<file path="config.mk">
export PLATFORM = sky130hd
export DESIGN_NAME = cache_arbiter
export DESIGN_NICKNAME = d
export VERILOG_FILES = /design/src/rtl/arb_types.sv /design/src/rtl/arb_checker.sv /design/src/rtl/arb_select.sv /design/src/rtl/cache_arbiter.sv
export SDC_FILE = /design/constraint.sdc
export NUM_CORES = 1
export LEC_CHECK = 0
export ABC_AREA = 1
export BUFFER_PORTS_ARGS = -buffer_cell sky130_fd_sc_hd__buf_4
export CAP_MARGIN = 20
export CORE_AREA = 2 2 643 645
export DETAILED_ROUTE_END_ITERATION = 16
export DIE_AREA = 0 0 645 647
export PLACE_DENSITY = 0.3
export SLEW_MARGIN = 5
export SYNTH_ARGS = -nofsm -noshare
export SYNTH_HDL_FRONTEND = slang
export SYNTH_SLANG_ARGS = --single-unit
</file>
<file path="constraint.sdc">
create_clock -name clk -period 1.7 [get_ports clk]
set_input_delay 0.085 -clock clk [delete_from_list [all_inputs] [get_ports clk]]
set_output_delay 0.085 -clock clk [all_outputs]
set_load 0.005 [all_outputs]
</file>
<file path="src/rtl/arb_types.sv">
// Shared types and defaults for the I-cache / D-cache to pmem arbiter.
package arb_types;

  localparam int LINE_W_DEF = 256;
  localparam int ADDR_W_DEF = 32;

  typedef enum logic [1:0] {
    IDLE   = 2'd0,
    BUSY_A = 2'd1,
    BUSY_B = 2'd2
  } arb_state_t;

  typedef enum logic {
    PORT_A = 1'b0,
    PORT_B = 1'b1
  } arb_port_t;

endpackage

</file>
<file path="src/rtl/arb_checker.sv">
// Protocol checks for the arbiter's requester ports (simulation only).
module arb_checker (
  input logic clk,
  input logic rst_n,
  input logic a_read,
  input logic a_write,
  input logic b_read,
  input logic b_write
);

  // A port may ask for a read or a write, never both at once.
  a_rw_exclusive: assert property (@(posedge clk) disable iff (!rst_n) !(a_read && a_write));
  b_rw_exclusive: assert property (@(posedge clk) disable iff (!rst_n) !(b_read && b_write));

endmodule

</file>
<file path="src/rtl/arb_select.sv">
// Combinational winner choice between the I-cache (A) and D-cache (B) requests.
// Build option: define ARB_ROUND_ROBIN_EN to break ties against the last granted
// port; otherwise ties always go to B (data side).
module arb_select
  import arb_types::*;
(
  input  logic      req_a_i,
  input  logic      req_b_i,
  input  arb_port_t last_i,
  output logic      valid_o,
  output arb_port_t win_o
);

`ifndef ARB_ROUND_ROBIN_EN
  // The pointer is still tracked by the top; it simply has no say here.
  arb_port_t last_unused_s;
  assign last_unused_s = last_i;
`endif

  // Pick a winner; a lone requester always wins, ties follow the build option.
  always_comb begin
    valid_o = req_a_i | req_b_i;
    win_o   = PORT_A;
    if (req_a_i && req_b_i) begin
`ifdef ARB_ROUND_ROBIN_EN
      win_o = (last_i == PORT_A) ? PORT_B : PORT_A;
`else
      win_o = PORT_B;
`endif
    end else if (req_b_i) begin
      win_o = PORT_B;
    end else begin
      win_o = PORT_A;
    end
  end

endmodule

</file>
<file path="src/rtl/cache_arbiter.sv">
// cache_arbiter: merges I-cache (A) and D-cache (B) line fills / writebacks onto
// one pmem port. The winner's command is captured in registers for the whole
// transaction; the pmem response is routed back to the granted port only.
// Build option: ARB_ROUND_ROBIN_EN (see arb_select) selects round-robin ties.
module cache_arbiter
  import arb_types::*;
#(
  parameter int LINE_W = LINE_W_DEF,
  parameter int ADDR_W = ADDR_W_DEF
) (
  input  logic              clk,
  input  logic              rst_n,
  input  logic              a_read,
  input  logic              a_write,
  input  logic [ADDR_W-1:0] a_address,
  input  logic [LINE_W-1:0] a_wdata,
  output logic [LINE_W-1:0] a_rdata,
  output logic              a_resp,
  input  logic              b_read,
  input  logic              b_write,
  input  logic [ADDR_W-1:0] b_address,
  input  logic [LINE_W-1:0] b_wdata,
  output logic [LINE_W-1:0] b_rdata,
  output logic              b_resp,
  output logic              pmem_read,
  output logic              pmem_write,
  output logic [ADDR_W-1:0] pmem_address,
  output logic [LINE_W-1:0] pmem_wdata,
  input  logic [LINE_W-1:0] pmem_rdata,
  input  logic              pmem_resp
);

  arb_state_t        state_q, state_d;
  arb_port_t         last_q, last_d;
  logic              rd_q, rd_d;
  logic              wr_q, wr_d;
  logic [ADDR_W-1:0] addr_q, addr_d;
  logic [LINE_W-1:0] wd_q, wd_d;
  logic              win_valid_s;
  arb_port_t         win_port_s;

  arb_select u_select (
    .req_a_i (a_read | a_write),
    .req_b_i (b_read | b_write),
    .last_i  (last_q),
    .valid_o (win_valid_s),
    .win_o   (win_port_s)
  );

  arb_checker u_checker (
    .clk     (clk),
    .rst_n   (rst_n),
    .a_read  (a_read),
    .a_write (a_write),
    .b_read  (b_read),
    .b_write (b_write)
  );

  // Next-state: grant and capture in IDLE, hold the command until pmem_resp.
  always_comb begin
    state_d = state_q;
    last_d  = last_q;
    rd_d    = rd_q;
    wr_d    = wr_q;
    addr_d  = addr_q;
    wd_d    = wd_q;
    case (state_q)
      IDLE: begin
        if (win_valid_s) begin
          if (win_port_s == PORT_B) begin
            rd_d    = b_read;
            wr_d    = b_write & ~b_read;   // read wins an illegal read+write
            addr_d  = b_address;
            wd_d    = b_wdata;
            state_d = BUSY_B;
          end else begin
            rd_d    = a_read;
            wr_d    = a_write & ~a_read;
            addr_d  = a_address;
            wd_d    = a_wdata;
            state_d = BUSY_A;
          end
        end else begin
          state_d = IDLE;
        end
      end
      BUSY_A: begin
        if (pmem_resp) begin
          rd_d    = 1'b0;
          wr_d    = 1'b0;
          last_d  = PORT_A;
          state_d = IDLE;
        end else begin
          state_d = BUSY_A;
        end
      end
      BUSY_B: begin
        if (pmem_resp) begin
          rd_d    = 1'b0;
          wr_d    = 1'b0;
          last_d  = PORT_B;
          state_d = IDLE;
        end else begin
          state_d = BUSY_B;
        end
      end
      default: begin
        rd_d    = 1'b0;
        wr_d    = 1'b0;
        state_d = IDLE;
      end
    endcase
  end

  // State, grant pointer and pmem command registers.
  always_ff @(posedge clk or negedge rst_n) begin
    if (!rst_n) begin
      state_q <= IDLE;
      last_q  <= PORT_A;
      rd_q    <= 1'b0;
      wr_q    <= 1'b0;
      addr_q  <= '0;
      wd_q    <= '0;
    end else begin
      state_q <= state_d;
      last_q  <= last_d;
      rd_q    <= rd_d;
      wr_q    <= wr_d;
      addr_q  <= addr_d;
      wd_q    <= wd_d;
    end
  end

  assign pmem_read    = rd_q;
  assign pmem_write   = wr_q;
  assign pmem_address = addr_q;
  assign pmem_wdata   = wd_q;

  // Response pass-through to the granted port only; the other port sees zeros.
  assign a_resp  = (state_q == BUSY_A) & pmem_resp;
  assign b_resp  = (state_q == BUSY_B) & pmem_resp;
  assign a_rdata = (state_q == BUSY_A) ? pmem_rdata : '0;
  assign b_rdata = (state_q == BUSY_B) ? pmem_rdata : '0;

endmodule

</file>
# Word level (Yosys, flattened, before mapping)
# Index checks and enable logic that the tools add are counted.
# W data, S select, Z words.
# classes
n_eq_ne	4
mux	18
bitwise	9
n_reduce_logical	5
# op_table
op	count
$mux W256	3
$mux W32	1
$mux W1	8
$mux W2	3
$pmux W2 S3	1
$and A1 B1 Y1	4
$ne A2 B1 Y1 const B	2
$pmux W1 S2	2
$reduce_and A2 Y1	2
$or A1 B1 Y1	3
$eq A2 B1 Y1 const B	1
$eq A2 B2 Y1 const B	1
$logic_not A2 Y1	1
$not A1 Y1	2
$reduce_or A2 Y1	1
$logic_and A1 B1 Y1	1
# word_totals
reg_bits	292
in_bits	839
out_inout_bits	804
word_cells	41

# Logic depth before layout (Yosys ltp)
# depth
depth_word	6
depth_mapped	8
mapped_depth_nobuf	6

# Cells and area by module
# Synthesis repeated with hierarchy kept, for this count alone.
# hier_totals
hier_cells	2703
area_unflattened_um2	17300.3
# modules_own_cells
mod	instances	cells_each	area_per_inst_um2	seq_area_each_um2
cache_arbiter	1	2699	17285.3	7332.0
arb_select	1	4	15.0	0.0

# Least setup slack after synthesis
# Ideal clock, no wire load.
# synth_path
kind	register to output
start	reg state_q[0]
end	out b_rdata[105]
arrival_time_ps	1396
t_required_ps	1615
setup_slack_ps	219
path_stages_with_launch	8
n_path_buf	3
path_cell_list	dfrtp_1 -> inv_1 -> ha_1 -> buf_2 -> clkbuf_1 -> clkbuf_1 -> nand2_1 -> inv_1
# synth_via
elab_chain_len	2
# synth_lines
item	line_no	text
from (decl)	cache_arbiter.sv:33	arb_state_t state_q, state_d;
from (signal assigned)	cache_arbiter.sv:125	state_q <= state_d;
$eq A2 B2 Y1	--	
$mux W256	cache_arbiter.sv:143	assign b_rdata = (state_q == BUSY_B) ? pmem_rdata : '0;
to (decl)	cache_arbiter.sv:23	output logic [LINE_W-1:0] b_rdata,
# No other way between the ends.

# Worst setup path after layout
# layout_path
start	reg state_q[0]
end	out b_rdata[231]
# Same word-level chain as after synthesis.

==> results.sh <==
export IMPL_fin_crit_ns=2.40
export IMPL_grt_use_total_pct=11.6
export IMPL_multiInputGateArea_um2=7930
export IMPL_start_util_pct=4.51
export IMPL_wl_per_cell_um=23.5
export IMPL_power_switching_w=0.0268
export IMPL_maxCapViolations=0
export IMPL_start_kind="flop"
export IMPL_floorplan_core_area_um2=411000
export IMPL_slew_violations=0
export IMPL_cts_path_max_buffers=3
export IMPL_failed_checks="setup timing"
export IMPL_fmax_mhz=417
export IMPL_clk_pin_slew_ns=0.05
export IMPL_hpwl_mm=226
export IMPL_crit_required_ns=1.62
export IMPL_area_growth_pct=161
export IMPL_finalPower_w=0.0593
export IMPL_routed_wl_mm=255
export IMPL_grt_ovfl_total=0
export IMPL_clock_skew_ns=0.0588
export IMPL_hold_path_class="in -> reg"
export IMPL_synth_edf_count=0
export IMPL_max_vdd_ir_drop_uv=681
export IMPL_ys_ff_latch=292
export IMPL_postSynth_asyncResetShare_pct=100
export IMPL_pwr_share_clk_pct=16.7
export IMPL_cts_sinks=292
export IMPL_yosysWarnings=0
export IMPL_critPathMaxStageDelay_ns=0.38
export IMPL_worstPathMaxFanout=8
export IMPL_finalHoldViolCount=0
export IMPL_grt_pass1_wl_mm=308
export IMPL_rows=236
export IMPL_ys_top_cells_by_area="dfrtp_1 39%, nand2_1 22%, inv_1 16%"
export IMPL_first_global_vias=28100
export IMPL_rsz0062_at_grt="yes"
export IMPL_syn_nets=3823
export IMPL_cts_tree="done"
export IMPL_synth_commonest_cells="1,100 x nand2_1, 808 x inv_1, 334 x o21ai_0, 292 x dfrtp_1, 244 x o21ai_1"
export IMPL_drc_errors=0
export IMPL_critical_path_class="reg -> out"
export IMPL_reg2reg_slack_ns=-0.13
export IMPL_layout_drive_gt1_share_pct=40.5
export IMPL_setup_ws_ns=-0.700
export IMPL_fillCellCount=48000
export IMPL_place_congestion=0.898
export IMPL_netlist_area_leader_share_pct=39.5
export IMPL_finalSetupViolations=778
export IMPL_pre_cts_ws_ns=-0.0844
export IMPL_grt_max_degree=76
export IMPL_path_cells="inv_2, buf_6, ha_4, buf_12, buf_16, clkbuf_16, nand2_1, inv_2, buf_6"
export IMPL_io_buffers=1642
export IMPL_netlist_instances=2979
export IMPL_power_share_switching_pct=45.2
export IMPL_yosys_area_top_type="dfrtp_1"
export IMPL_h_tree_depth=2
export IMPL_ant_nets=0
export IMPL_synth_area_per_cell_um2=6.22
export IMPL_die_x_um=645
export IMPL_syn_area_um2=18500
export IMPL_worst_slew_pin_slew_ns=0.634
export IMPL_viasPerCell=2.57
export IMPL_seq_area_frac_synth_pct=39.5
export IMPL_synthMostInstantiatedCell="nand2_1"
export IMPL_fin_crit_sh_pct=141
export IMPL_initialDrtViolationCount=1768
export IMPL_seqPwrFrac_pct=21.7
export IMPL_min_from="a_wdata[15]"
export IMPL_worst_path_max_delay_cell="dfrtp_1"
export IMPL_clock_latency_ns=0.71
export IMPL_power_internal_w=0.0325
export IMPL_first_pass_iters=5
export IMPL_die_area_um2=417000
export IMPL_seq_area_um2=7310
export IMPL_status="finished with violations"
export IMPL_die_h_um=647
export IMPL_power_frac_comb_pct=61.7
export IMPL_arrival_ns=2.32
export IMPL_antenna_found_initial=163
export IMPL_nets=6141
export IMPL_synthDistinctLibCells=20
export IMPL_ys_flop_type="dfrtp_1"
export IMPL_startpoint="state_q[0]$_DFF_PN0_"
export IMPL_vias=27900
export IMPL_cts_buffers=45
export IMPL_power_density_nw_per_um2=1230
export IMPL_p_leak_nw=25.5
export IMPL_r2r_start="state_q[1]$_DFF_PN0_"
export IMPL_ios=1643
export IMPL_relSlewSlack_pct=57.3
export IMPL_end_kind="primary output"
export IMPL_ctsRootBufferMaster="clkbuf_16"
registers in the layout, summed over array words and instances, names as in the netlist:
| signal | flops |
|---|---|
| pmem_address | 32 |
| state_q | 2 |
| pmem_write | 1 |
| pmem_read | 1 |
| pmem_wdata | 256 |
worst max-delay path, delay by kind of cell (launching register included):
family	cells	cell delay, ns
fa+ha+maj	1	0.20
simple gates	1	0.07
flops	1	0.38
buf+inv	7	0.88
routing by layer:
metal | global-route usage (%) | vias up | wire (um)
met2 | 20.8 | 1271 | 129000
met3 | 7.32 | 396 | 34800
met5 | 0.902 | - | 649
met1 | 10.3 | 12800 | 80200
li1 | - | 13400 | -
met4 | 4.31 | 94 | 10200
path summary, 6_finish.rpt:
path	cells after the start	endpoint
max in group asynchronous	3	pmem_wdata[23]$_DFFE_PN0P_
min in group asynchronous	3	pmem_wdata[123]$_DFFE_PN0P_
worst min register to register	2	pmem_wdata[251]$_DFFE_PN0P_
worst max-delay path	9	b_rdata[231]
worst min-delay path	6	pmem_wdata[15]$_DFFE_PN0P_
worst max register to register	7	pmem_wdata[140]$_DFFE_PN0P_
power groups by stage:
stage	logic, W	clock network, W	registers (W)
6_report	0.0366	0.00989	0.0129
5_1_grt	0.0401	0.0107	0.0134
4_1_cts	0.0350	0.0105	0.0130
3_5_place_dp	0.0331	0	0.0130
3_3_place_gp	0.0332	0	0.0130
2_1_floorplan	0.00959	0	0.0127
area by class of cell:
class | count | share of cell area (%)
diodes | 59 | 0.306
clock buffers | 60 | 2.57
clock inverters | 17 | 0.516
inverters | 808 | 6.31
multi-input cells | 1694 | 16.4
flip-flops and latches | 292 | 15.1
well taps | 5474 | 14.2
repair buffers | 2456 | 44.6
per-stage QoR:
stage / hold slack [ns] / instance area [um^2] / TNS, ns / util (%) / std cells
2_1_floorplan: -0.211 / 18500 / 0 / - / 2979
3_3_place_gp: 0.0705 / 38500 / -0.256 / 9.36 / 10100
4_1_cts: 0.00236 / 46400 / -405.38 / 11.3 / 10800
5_1_grt: 0.0143 / 48200 / -399.36 / 11.7 / 10800
6_report: 0.0447 / 48300 / -311.53 / 11.7 / 10900
3_5_place_dp: 0.0733 / 38500 / -0.379 / 9.36 / 10100
what timing repair did:
action                     4_1_cts  5_1_grt
setup buffers                    6       23
pin swaps                        1       59
gates cloned                     9       17
setup endpoints to repair      603      804
gates resized for setup         70      376
hold buffers                   582        1
hold endpoints to repair       584        3
cells in the final DEF, fill, tap and decap left out, drive strengths merged:
master,count
ha,5
o21ai,578
bufbuf,4
nand3b,1
diode,59
nand4,1
dfrtp,292
a21oi,3
clkinvlp,2
nand2,1102
clkbuf,76
nand3,2
clkinv,11
dlygate4sd3,581
nor2,2
buf,1855
inv,808
bufinv,4
cell families after synthesis:
family	share of synthesized area, %
adders and majority gates	0.338
buffers and inverters	21.9
and+or+nand+nor	22.6
DFF	39.5
AOI/OAI and AO/OA	15.7
No activity file was read; power rests on OpenSTA's default activity.
